$ cat config.mk
export PLATFORM = sky130hd
export DESIGN_NAME = eight_bit_restoring_divider
export DESIGN_NICKNAME = d
export VERILOG_FILES = /design/src/rtl/eight_bit_restoring_divider.sv
export SDC_FILE = /design/constraint.sdc
export NUM_CORES = 1
export LEC_CHECK = 0
export BUFFER_PORTS_ARGS = -buffer_cell sky130_fd_sc_hd__buf_2
export CORE_MARGIN = 2
export CORE_UTILIZATION = 41
export DETAILED_ROUTE_END_ITERATION = 8
export HOLD_SLACK_MARGIN = 0.1
export PLACE_DENSITY = 0.65
export SLEW_MARGIN = 10
export SYNTH_ARGS = -nofsm -noshare
export SYNTH_HDL_FRONTEND = slang
export SYNTH_SLANG_ARGS = --single-unit
export TNS_END_PERCENT = 50
$ cat constraint.sdc
create_clock -name clk -period 5 [get_ports clk]
set_input_delay 0.5 -clock clk [delete_from_list [all_inputs] [get_ports clk]]
set_output_delay 0.5 -clock clk [all_outputs]
set_load 0.005 [all_outputs]
$ cat src/rtl/eight_bit_restoring_divider.sv
// Multi-cycle unsigned 16/8 restoring divider with valid/ready handshakes on both sides.
// One quotient bit per clock; a zero divisor short-circuits to a saturated quotient.
module eight_bit_restoring_divider (
  input  logic        clk,
  input  logic        rst_n,
  input  logic        in_valid,
  output logic        in_ready,
  input  logic [15:0] dividend_in,
  input  logic [7:0]  divisor_in,
  output logic        out_valid,
  input  logic        out_ready,
  output logic [15:0] quotient_out,
  output logic [7:0]  remainder_out,
  output logic        div_by_zero
);

  typedef enum logic [1:0] {IDLE, BUSY, DONE} state_t;

  state_t      state_q, state_d;
  logic [3:0]  count_q, count_d;
  logic [8:0]  rem_q, rem_d;
  logic [15:0] dvd_q, dvd_d;
  logic [7:0]  dvsr_q, dvsr_d;
  logic [15:0] quot_q, quot_d;
  logic [7:0]  remo_q, remo_d;
  logic        dbz_q, dbz_d;

  // One restoring step: dvd_q shifts its MSB into the remainder and takes the
  // new quotient bit at its LSB, so after 16 steps it holds the quotient.
  logic [9:0]  rem_wide;
  logic        fits;
  logic [8:0]  rem_step;
  logic [15:0] dvd_step;

  always_comb begin
    rem_wide = {rem_q, dvd_q[15]};
    fits     = (rem_wide >= {2'b00, dvsr_q});
    rem_step = fits ? 9'(rem_wide - {2'b00, dvsr_q}) : rem_wide[8:0];
    dvd_step = {dvd_q[14:0], fits};
  end

  always_comb begin
    // NOTE: every _d gets its hold value first so no path through this block infers a latch.
    state_d = state_q;
    count_d = count_q;
    rem_d   = rem_q;
    dvd_d   = dvd_q;
    dvsr_d  = dvsr_q;
    quot_d  = quot_q;
    remo_d  = remo_q;
    dbz_d   = dbz_q;

    unique case (state_q)
      IDLE: begin
        if (in_valid) begin
          if (divisor_in == 8'd0) begin
            state_d = DONE;
            quot_d  = 16'hFFFF;
            remo_d  = 8'h00;
            dbz_d   = 1'b1;
          end else begin
            state_d = BUSY;
            count_d = 4'd0;
            rem_d   = 9'd0;
            dvd_d   = dividend_in;
            dvsr_d  = divisor_in;
            dbz_d   = 1'b0;
          end
        end
      end
      BUSY: begin
        rem_d   = rem_step;
        dvd_d   = dvd_step;
        count_d = count_q + 4'd1;
        if (count_q == 4'd15) begin
          state_d = DONE;
          quot_d  = dvd_step;
          remo_d  = rem_step[7:0];
        end
      end
      DONE: begin
        if (out_ready) state_d = IDLE;
      end
      default: state_d = IDLE;
    endcase
  end

  // NOTE: sequential state uses non-blocking assignments so all flops update from pre-edge values.
  always_ff @(posedge clk or negedge rst_n) begin
    if (!rst_n) begin
      state_q <= IDLE;
      count_q <= 4'd0;
      rem_q   <= 9'd0;
      dvd_q   <= 16'd0;
      dvsr_q  <= 8'd0;
      quot_q  <= 16'd0;
      remo_q  <= 8'd0;
      dbz_q   <= 1'b0;
    end else begin
      state_q <= state_d;
      count_q <= count_d;
      rem_q   <= rem_d;
      dvd_q   <= dvd_d;
      dvsr_q  <= dvsr_d;
      quot_q  <= quot_d;
      remo_q  <= remo_d;
      dbz_q   <= dbz_d;
    end
  end

  assign in_ready      = (state_q == IDLE);
  assign out_valid     = (state_q == DONE);
  assign quotient_out  = quot_q;
  assign remainder_out = remo_q;
  assign div_by_zero   = dbz_q;

endmodule

Yosys cells after proc, flatten, opt, wreduce, memory -nomap -nowiden
Index checks and enable logic that the tools add are counted.
W data, S select, Z words.
{"block": "classes", "n_addsub": 2, "order_cmp": 1, "n_eq_ne": 8, "mux": 24, "n_bitwise": 1, "n_reduce_logical": 8}
{"operator": "$mux W16", "n": 5}
{"operator": "$pmux W16 S2", "n": 2}
{"operator": "$mux W9", "n": 3}
{"operator": "$mux W8", "n": 3}
{"operator": "$pmux W9 S2", "n": 1}
{"operator": "$pmux W8 S2", "n": 1}
{"operator": "$ge A10 B8 Y1", "n": 1}
{"operator": "$reduce_and A3 Y1", "n": 3}
{"operator": "$sub A9 B8 Y9", "n": 1}
{"operator": "$logic_not A8 Y1", "n": 1}
{"operator": "$mux W2", "n": 4}
{"operator": "$mux W4", "n": 2}
{"operator": "$pmux W4 S2", "n": 1}
{"operator": "$ne A2 B2 Y1 const B", "n": 3}
{"operator": "$pmux W2 S3", "n": 1}
{"operator": "$add A4 B1 Y4 const B", "n": 1}
{"operator": "$eq A4 B4 Y1 const B", "n": 1}
{"operator": "$ne A2 B1 Y1 const B", "n": 2}
{"operator": "$reduce_and A4 Y1", "n": 1}
{"operator": "$eq A2 B1 Y1 const B", "n": 1}
{"operator": "$eq A2 B2 Y1 const B", "n": 1}
{"operator": "$logic_not A2 Y1", "n": 1}
{"operator": "$reduce_and A2 Y1", "n": 1}
{"operator": "$reduce_bool A2 Y1", "n": 1}
{"operator": "other kinds (2)", "n": 2}
{"block": "totals", "ff_bits": 64, "input_bits": 28, "output_inout_bits": 27, "elab_cells": 52}

Longest topological paths before layout
Gate-level depths: netlist of run 1.
{"block": "depth", "ltp_word": 4, "mapped_depth": 9}

Worst setup path before layout of run 1
No wires, ideal clock.
{"block": "synth_timing", "path_type": "flip-flop to flip-flop", "from": "register dvd_q[15]", "to": "register rem_q[1]", "t_arrival_ps": 2078, "t_required_ps": 4874, "setup_slack_ps": 2797, "stages_incl_launch_ff": 10, "n_path_buf": 1, "period_less_slack_ps": 2203, "path_cell_list": "dfrtp_1 inv_1 ha_1 fa_1 nor2b_1 o22ai_2 a21oi_1 buf_2 nor3_1 a221o_1"}
{"block": "synth_via", "elab_chain_len": 3}
{"element": "start, declared", "line": "22", "text": "logic [15:0] dvd_q, dvd_d;"}
{"element": "start signal, assigned", "line": "103", "text": "dvd_q <= dvd_d;"}
{"element": "$sub A9 B8 Y9 or $ge A10 B8 Y1 (tied branches)", "line": "38, 37"}
{"element": "$mux W9 (*)", "line": "38", "text": "rem_step = fits ? 9'(rem_wide - {2'b00, dvsr_q}) : rem_wide[8:0];"}
{"element": "$pmux W9 S2 (*)", "line": "53", "text": "unique case (state_q)"}
{"element": "end signal, assigned", "line": "102", "text": "rem_q <= rem_d;"}
{"element": "end, declared", "line": "21", "text": "logic [8:0] rem_q, rem_d;"}
Mark *: on every way between the ends. The rest lies on a longest branch, timed or not.
A chain may end at the register's enable or synchronous reset.

Final worst setup path of run 1
{"block": "layout_timing", "from": "register dvd_q[15]", "to": "register rem_q[0]"}
Same word-level chain as after synthesis.

==> run_results.csv, run 1 <==
group,metric,value,unit
setup_path,critPathArrivalTime,3.17,ns
clocking,clk_latency,0.35,ns
timing,relSlewSlack,35.6,%
setup_path,cp_top_family,"compound AO/OA/AOI/OAI gates",
clocking,cts_buffers,9,
setup_path,critPathKind,"register to register",
placement,place_area,3630,sq um
logic_synthesis,yosys-top-cells-area,"dfrtp_1 48%, nand2_1 7.2%, nor2_1 6.7%",
clocking,post_cts_resized,0,
final_layout,stdcell_area,3880,sq um
timing,setup_tns,0,ns
routing,route.met3.wl,377,um
final_layout,drive_gt1_share,19.5,%
logic_synthesis,syn_inst,374,
global_routing,track_usage,19.2,%
logic_synthesis,synth_commonest_cells,"64 x dfrtp_1, 63 x nand2_1, 59 x nor2_1, 18 x o21ai_0",
setup_path,cp.depth,8,
final_layout,post-route-util,50.0,%
timing,worst_pin_slew,0.966,ns
clocking,hold_buffers,0,
setup_path,cp_cell_sequence,"inv_1, ha_1, fa_1, nor2b_1, o22ai_2, a21oi_1, o21ai_0, a32o_1",
floorplan,io-pin-count,55,
clocking,clock-sinks,64,
logic_synthesis,yosysMostFrequentCell,"dfrtp_1",
logic_synthesis,syn_area,3300,sq um
placement,dp_hpwl,5460,um
routing,vias_per_cell,5.34,
setup_path,slowest_stage,"a21oi_1",
final_layout,fin_nets,459,
timing,max_freq,341,MHz
final_layout,fillers,748,
logic_synthesis,async_flop_share,100,%
floorplan,initial_core_util,42.5,%
final_layout,diodes,0,
clocking,cts_setup_buffers,0,
timing,drv_slew,0,
clocking,cts_tree,"yes",
logic_synthesis,yosys.area.top_type_share,48.5,%
logic_synthesis,yosys_warnings,0,
routing,first_iter_violations,154,
final_layout,multi_input_area,1540,sq um
routing,wl_met2,3500,um
power,power.density,755,nW/um^2
timing,rsz0062_at_grt,"false",
clocking,cts-htree-levels,3,
logic_synthesis,syn_area_per_cell,8.83,sq um
power,leakagePower,1.79,nW
routing,drc,0,
setup_path,r2r.worst_path.cells,8,
floorplan,die_height,93.8,um
timing,finClkSkew,0.00883,ns
timing,fin_crit,2.93,ns
global_routing,grt_pass1_vias,2591,
timing,whs,0.309,ns
logic_synthesis,seq_area_frac_synth,48.5,%
global_routing,grt_antenna_before_repair,0,
routing,drt_wl_total,7810,um
setup_path,worstPathRequired,5.24,ns
routing,firstDrtPassIters,4,
routing,top_layer,"met4",
logic_synthesis,yosysUniqueCellTypes,51,
floorplan,fp.dieW,93.8,um
routing,ant_nets,0,
routing,wl_per_cell,14.8,um
logic_synthesis,synth_edf_count,0,
job,drv_cap,0,
clocking,clk_pin_slew,0.07,ns
timing,period_share,58.6,%
global_routing,grt_pass1_wl,13000,um
clocking,cts-root-buf,"clkbuf_8",
final_layout,seqCellArea,1600,sq um
hold_path,hold_class,"input port to async pin",
setup_path,endpoint_kind,"register",
setup_path,critical_path.n_buffers_inverters,1,
placement,place_congestion,0.855,
timing,setup_viol,0,
global_routing,grt_max_degree,65,
timing,hold_violations,0,
run_status,status,"complete, no violations",
final_layout,syn2layout_area_growth,17.5,%
logic_synthesis,synthFlopType,"dfrtp_1",
setup_path,cpPeakStageDelay,0.77,ns
logic_synthesis,ys_ff_latch,64,
power,ir_worst_vdd,324,uV
clocking,clock_path_buffers,2,
floorplan,core-area,7770,sq um
routing,wirelength_met1,3690,um
setup_path,crit_path_start_kind,"register",
logic_synthesis,syn_nets,412,
logic_synthesis,synth_top_area_cell,"dfrtp_1",
global_routing,grt-ovfl-total,0,
floorplan,rows,32,
placement,port-buffer-count,54,
routing,via_count,2820,
floorplan,die_area,8790,sq um
setup_path,crit_fanout,15,
## state kept, by name, summed over array words and instances, names as in the netlist
signal and flops:
dvd_q 16, quotient_out 16, rem_q 9, dvsr_q 8, remainder_out 8, count_q 4, state_q 2, div_by_zero 1
## through the flow
step | setup slack, ns | power (mW) | std cells
2_1_floorplan | 2.80 | 1.97 | 374
3_3_place_gp | 2.22 | 2.33 | 512
3_5_place_dp | 2.12 | 2.38 | 512
4_1_cts | 2.07 | 2.94 | 528
5_1_grt | 1.83 | 3.17 | 528
6_report | 2.07 | 2.93 | 528
## metal layers
layer,GRT usage [%],up-vias
li1,-,1406
met4,10.4,0
met5,0,-
met1,27.3,1316
met3,3.53,19
met2,27.6,79
## area by class of cell
cell class	count	area share (%)
Tap cell	102	3.29
Timing Repair Buffer	59	7.93
Clock inverter	6	2.96
Clock buffer	10	3.54
Inverter	13	1.26
Multi-Input combinational cell	274	39.8
Sequential cell	64	41.3
## worst reg2reg max path, stage by stage (launching register included)
cell and delay, ns:
dfrtp_1 0.35, inv_1 0.06, ha_1 0.22, fa_1 0.41, nor2b_1 0.25, o22ai_2 0.17
a21oi_1 0.77, o21ai_0 0.27, a32o_1 0.32
## final timing paths
| path | startpoint | endpoint | slack, ns |
|---|---|---|---|
| min in group clk | out_ready | state_q[1]$_DFFE_PN0P_ | 0.33 |
| worst min register to register | remainder_out[3]$_DFFE_PN0P_ | remainder_out[3]$_DFFE_PN0P_ | 0.49 |
| worst max register to register | dvd_q[15]$_DFFE_PN0P_ | rem_q[0]$_DFFE_PN0P_ | 2.07 |
| worst max-delay path | dvd_q[15]$_DFFE_PN0P_ | rem_q[0]$_DFFE_PN0P_ | 2.07 |
| worst min-delay path | rst_n | dvsr_q[7]$_DFFE_PN0P_ | 0.31 |
| max in group asynchronous | rst_n | remainder_out[5]$_DFFE_PN0P_ | 4.15 |
## placed cells by master (no fill, tap or decap), types with 12 or more instances in the layout
master | Yosys | routed
a21oi_1 | 13 | 12
inv_1 | 13 | 13
dfrtp_1 | 64 | 64
nor3_1 | 16 | 16
o21ai_0 | 18 | 17
nor2_1 | 59 | 58
a31oi_1 | 16 | 16
buf_2 | 5 | 54
o211ai_1 | 14 | 14
nand2_1 | 63 | 63
## logic make-up (layout without fill, tap and decap cells)
| logic type | Yosys count | after routing | synth area share, % |
|---|---|---|---|
| buffers and inverters | 36 | 88 | 4.96 |
| AND/OR/NAND/NOR | 172 | 172 | 23.4 |
| multiplexers | 1 | 1 | 0.341 |
| AO/OA/AOI/OAI | 85 | 85 | 17.2 |
| XOR/XNOR | 6 | 6 | 1.59 |
| flip-flops | 64 | 64 | 48.5 |
| adder cells (fa/ha/maj) | 10 | 10 | 4.02 |
## power by group
part	internal, mW	switching (mW)
Clock	0.347	0.218
Sequential	0.779	0.178
Combinational	0.579	0.832
Note: power is estimated with default switching activity, not from simulation.
==> run 2, diff against run 1 <==
--- a/config.mk
+++ b/config.mk
@@ -10,7 +10,7 @@
 export CORE_UTILIZATION = 41
 export DETAILED_ROUTE_END_ITERATION = 8
 export HOLD_SLACK_MARGIN = 0.1
-export PLACE_DENSITY = 0.65
+export PLACE_DENSITY = 0.68
 export SLEW_MARGIN = 10
 export SYNTH_ARGS = -nofsm -noshare
 export SYNTH_HDL_FRONTEND = slang
==> constraint.sdc (replaced) <==
create_clock -name clk -period 2.6 [get_ports clk]
set_input_delay 0.26 -clock clk [delete_from_list [all_inputs] [get_ports clk]]
set_output_delay 0.26 -clock clk [all_outputs]
set_load 0.005 [all_outputs]
==> run_results.csv, run 2 (synthesized netlist as in run 1, its figures left out) <==
group,metric,value,unit
floorplan,rows,32,
final_layout,fillers,772,
setup_path,cpPeakStageDelay,0.58,ns
final_layout,fin_nets,467,
clocking,cts-htree-levels,3,
timing,rsz0062_at_grt,"false",
final_layout,seqCellArea,1600,sq um
clocking,post_cts_resized,0,
final_layout,final_cell_mix,"64 x dfrtp_1, 63 x nand2_1, 58 x nor2_1",
setup_path,cp_cell_sequence,"ha_1, nand2_1, o21ai_1, or3_1, or4_1, o211ai_1",
floorplan,die_area,8790,sq um
routing,drt_wl_total,8260,um
global_routing,grt_pass1_vias,2808,
setup_path,crit_start,"rem_q[5]$_DFFE_PN0P_",
final_layout,multi_input_area,1540,sq um
setup_path,critPathKind,"register to register",
hold_path,hold_class,"input port to register",
placement,port-buffer-count,54,
timing,finClkSkew,0.0131,ns
clocking,cts_setup_buffers,0,
clocking,cts_buffers,9,
timing,setup_ws,0.168,ns
placement,dp_hpwl,5840,um
setup_path,critPathArrivalTime,2.69,ns
final_layout,layout_commonest_cell,"dfrtp_1",
routing,firstDrtPassIters,5,
final_layout,drive_gt1_share,20.7,%
power,leakagePower,1.83,nW
setup_path,worstPathRequired,2.86,ns
clocking,clock-sinks,64,
timing,fin_crit,2.43,ns
run_status,status,"complete, no violations",
setup_path,cp_top_family,"simple AND/OR/NAND/NOR gates",
placement,place_area,3690,sq um
placement,place_congestion,0.872,
timing,setup_tns,0,ns
clocking,cts_tree,"yes",
timing,drv_slew,0,
clocking,clk_latency,0.35,ns
setup_path,r2r_start,"rem_q[5]$_DFFE_PN0P_",
global_routing,grt_pass1_wl,13900,um
global_routing,grt_antenna_before_repair,0,
final_layout,stdcell_area,3950,sq um
routing,drc,0,
floorplan,die_height,93.8,um
timing,max_freq,411,MHz
final_layout,diodes,0,
setup_path,critical_path.n_buffers_inverters,0,
global_routing,grt-ovfl-total,0,
floorplan,initial_core_util,42.5,%
global_routing,track_usage,20.3,%
placement,pre_cts_ws,0.270,ns
setup_path,slowest_stage,"or4_1",
clocking,clock_path_buffers,2,
hold_path,hp-start,"out_ready",
setup_path,endpoint_kind,"register",
timing,worst_pin_slew,0.675,ns
timing,relSlewSlack,55.0,%
power,power.density,1460,nW/um^2
floorplan,core-area,7770,sq um
routing,first_iter_violations,262,
routing,vias_per_cell,5.57,
routing,wl_per_cell,15.4,um
timing,hold_violations,0,
power,ir_worst_vdd,626,uV
routing,via_count,2985,
floorplan,fp.dieW,93.8,um
clocking,clk_pin_slew,0.08,ns
setup_path,crit_fanout,15,
timing,setup_viol,0,
routing,ant_nets,0,
timing,period_share,93.5,%
global_routing,grt_max_degree,38,
clocking,cts-root-buf,"clkbuf_8",
floorplan,io-pin-count,55,
job,drv_cap,0,
final_layout,syn2layout_area_growth,19.7,%
setup_path,crit_path_start_kind,"register",
run 2: path summary, 6_finish.rpt:
| check | end | slack (ns) | cells after the start |
|---|---|---|---|
| max in group asynchronous | dvd_q[13]$_DFFE_PN0P_ | 1.49 | 3 |
| setup reg to reg | remainder_out[7]$_DFFE_PN0P_ | 0.17 | 6 |
| min in group asynchronous | state_q[0]$_DFFE_PN0P_ | 0.49 | 2 |
| setup / recovery | remainder_out[7]$_DFFE_PN0P_ | 0.17 | 6 |
| hold / removal | state_q[1]$_DFFE_PN0P_ | 0.1 | 2 |
| hold reg to reg | remainder_out[4]$_DFFE_PN0P_ | 0.49 | 2 |
run 2: power by group:
| part | total, mW | internal (mW) | switching (mW) |
|---|---|---|---|
| Sequential | 1.83 | 1.50 | 0.331 |
| Combinational | 2.86 | 1.17 | 1.68 |
| Clock | 1.09 | 0.649 | 0.438 |
| Total | 5.77 | 3.32 | 2.45 |
run 2: area by class of cell:
| class | instances | area share [%] |
|---|---|---|
| clock buffers | 9 | 3.13 |
| clock inverters | 7 | 3.16 |
| inverters | 13 | 1.23 |
| multi-input cells | 274 | 39.1 |
| flip-flops and latches | 64 | 40.5 |
| well taps | 102 | 3.23 |
| repair buffers | 67 | 9.68 |
run 2: metrics by stage:
stage | instances | hold slack (ns) | total power, mW | utilization (%)
after floorplan | 374 | -0.0356 | 3.79 | -
after global placement | 519 | 0.339 | 4.57 | 47.6
after detailed placement | 519 | 0.339 | 4.65 | 47.6
after CTS | 536 | 0.100 | 5.75 | 50.9
after global routing | 536 | 0.101 | 6.25 | 50.9
final | 536 | 0.0998 | 5.77 | 50.9
run 2: per-layer routing:
layer	up-vias	track usage, %	share of wire (%)
met2	101	31.5	47
li1	1429	-	-
met5	-	0	0
met4	0	6.64	1.6
met1	1444	28.6	46
met3	11	4.01	5.4
run 2: what timing repair did:
action	4_1_cts	5_1_grt
hold buffers	1	0
endpoints found under the setup margin	0	0
endpoints found under the hold margin	27	0
==> run 3, diff against run 2 <==
--- a/config.mk
+++ b/config.mk
@@ -6,11 +6,13 @@
 export NUM_CORES = 1
 export LEC_CHECK = 0
 export BUFFER_PORTS_ARGS = -buffer_cell sky130_fd_sc_hd__buf_2
+export CELL_PAD_IN_SITES_DETAIL_PLACEMENT = 1
+export CELL_PAD_IN_SITES_GLOBAL_PLACEMENT = 1
 export CORE_MARGIN = 2
-export CORE_UTILIZATION = 41
+export CORE_UTILIZATION = 38
 export DETAILED_ROUTE_END_ITERATION = 8
 export HOLD_SLACK_MARGIN = 0.1
-export PLACE_DENSITY = 0.68
+export PLACE_DENSITY = 0.79
 export SLEW_MARGIN = 10
 export SYNTH_ARGS = -nofsm -noshare
 export SYNTH_HDL_FRONTEND = slang
==> run_results.csv, run 3 (synthesized netlist as in run 1, its figures left out) <==
group,metric,value,unit
run_status,status,"complete, no violations",
final_layout,final_cell_mix,"64 x dfrtp_1, 63 x nand2_1, 58 x nor2_1",
routing,ant_nets,0,
power,power_frac_comb,51.5,%
clocking,clk_pin_slew,0.08,ns
power,power.density,1420,nW/um^2
global_routing,track_usage,20.3,%
clocking,cts-root-buf,"clkbuf_8",
floorplan,rows,34,
timing,rsz0062_at_grt,"false",
clocking,cts_buffers,9,
clocking,cts-htree-levels,3,
floorplan,core-area,8590,sq um
setup_path,r2r_start,"rem_q[5]$_DFFE_PN0P_",
clocking,clock-sinks,64,
global_routing,grt_antenna_before_repair,0,
timing,finClkSkew,0.0136,ns
setup_path,critPathCapture,"rem_q[7]$_DFFE_PN0P_",
setup_path,cpPeakStageDelay,0.53,ns
placement,place_congestion,0.846,
routing,firstDrtPassIters,6,
floorplan,fp.dieW,97.2,um
routing,wl_per_cell,16.6,um
global_routing,grt_pass1_wl,15500,um
timing,fin_crit,2.42,ns
setup_path,critPathKind,"register to register",
timing,drv_slew,0,
timing,period_share,93.2,%
placement,place_area,3710,sq um
global_routing,grt-ovfl-total,0,
setup_path,crit_path_start_kind,"register",
final_layout,fin_nets,467,
setup_path,rrSetupSlack,0.18,ns
clocking,cts_tree,"yes",
clocking,clk_latency,0.34,ns
setup_path,critPathArrivalTime,2.62,ns
final_layout,drive_gt1_share,20.7,%
setup_path,cp.depth,6,
timing,hold_violations,0,
final_layout,stdcell_area,3930,sq um
timing,setup_tns,0,ns
power,internal_power,3.15,mW
floorplan,io-pin-count,55,
floorplan,die_height,97.2,um
timing,setup_viol,0,
power,sw_frac_of_total,43.6,%
timing,relSlewSlack,53.1,%
power,ir_worst_vdd,493,uV
placement,port-buffer-count,54,
final_layout,diodes,0,
final_layout,post-route-util,45.7,%
setup_path,worstPathRequired,2.80,ns
setup_path,slowest_stage,"or3_1",
placement,dp_hpwl,6630,um
routing,via_count,2908,
routing,drt_wl_total,9020,um
hold_path,hold_class,"input port to register",
routing,first_iter_violations,134,
timing,max_freq,413,MHz
setup_path,crit_start,"rem_q[5]$_DFFE_PN0P_",
final_layout,syn2layout_area_growth,18.8,%
clocking,clock_path_buffers,2,
global_routing,grt_pass1_vias,3105,
setup_path,endpoint_kind,"register",
setup_path,cp_top_family,"compound AO/OA/AOI/OAI gates",
power,leakagePower,1.82,nW
final_layout,fillers,1058,
setup_path,r2r.worst_path.cells,6,
power,p_clk_share,15.4,%
setup_path,cp_cell_sequence,"ha_1, nand2_1, o21ai_1, or3_1, o21ai_0, o221ai_1",
setup_path,regToRegEndpoint,"rem_q[7]$_DFFE_PN0P_",
setup_path,critical_path.n_buffers_inverters,0,
global_routing,grt_max_degree,36,
final_layout,layout_commonest_cell,"dfrtp_1",
power,switchingPower,2.44,mW
floorplan,initial_core_util,38.4,%
power,power,5.59,mW
job,drv_cap,0,
setup_path,crit_fanout,15,
routing,drc,0,
power,seqPwrFrac,33.1,%
floorplan,die_area,9450,sq um
timing,worst_pin_slew,0.704,ns
routing,vias_per_cell,5.37,
-- run 3: cell count changes in the layout (fill, tap and decap cells not counted) --
cell,delta
inv_6,-3
buf_4,-1
buf_12,+1
clkinv_2,+2
clkinvlp_4,+1
nor2b_2,+1
clkbuf_1,+1
nor2b_1,-1
bufinv_16,-2
clkbuf_8,+1
-- run 3: layout make-up --
| class | instances | area [sq um] | share of cell area [%] |
|---|---|---|---|
| Inverter | 13 | 48.8 | 1.24 |
| Clock buffer | 11 | 141 | 3.60 |
| Timing Repair Buffer | 67 | 395 | 10.1 |
| Sequential cell | 64 | 1600 | 40.8 |
| Multi-Input combinational cell | 274 | 1550 | 39.4 |
| Clock inverter | 5 | 56.3 | 1.43 |
| Tap cell | 108 | 135 | 3.44 |
-- run 3: timing repair --
action,4_1_cts,5_1_grt
resized for setup,0,1
buffers inserted,0,0
hold buffers,1,0
endpoints found under the hold margin,29,0
endpoints found under the setup margin,0,2
-- run 3: power by group through the flow --
stage / logic [mW] / registers [mW] / clock network (mW)
floorplan: 2.00 / 1.79 / 0
global placement: 2.78 / 1.84 / 0
detailed placement: 2.89 / 1.87 / 0
CTS: 2.90 / 1.85 / 0.883
global route: 3.25 / 1.93 / 0.924
finish: 2.88 / 1.85 / 0.859
-- run 3: metal layers --
layer,track usage [%],vias up,wire (um)
met5,0,-,0
met1,27.5,1432,4210
met2,33.6,42,4430
met4,6.84,0,148
met3,3.24,12,229
li1,-,1422,-
-- run 3: worst min path at each step --
stage,start,depth (start not counted),slack (ns),to
after floorplan,rst_n,0,-0.04,count_q[0]$_DFFE_PN0P_
after global placement,rst_n,1,0.35,quotient_out[12]$_DFFE_PN0P_
after detailed placement,rst_n,1,0.35,quotient_out[12]$_DFFE_PN0P_
after CTS,out_ready,2,0.10,state_q[1]$_DFFE_PN0P_
after global routing,out_ready,2,0.13,state_q[1]$_DFFE_PN0P_
final,out_ready,2,0.11,state_q[1]$_DFFE_PN0P_
-- run 3: worst reg2reg max path, stage by stage, from the launching register on --
cell and delay (ns):
dfrtp_1 0.42, ha_1 0.43, nand2_1 0.11, o21ai_1 0.10, or3_1 0.53, o21ai_0 0.50
o221ai_1 0.20
-- run 3: per-stage QoR --
stage	instances	worst slack (ns)	hold slack (ns)
detailed placement	525	0.194	0.349
finish	542	0.177	0.113
global placement	525	0.356	0.345
CTS	542	0.205	0.104
global route	542	0.0415	0.125
floorplan	374	0.397	-0.0356
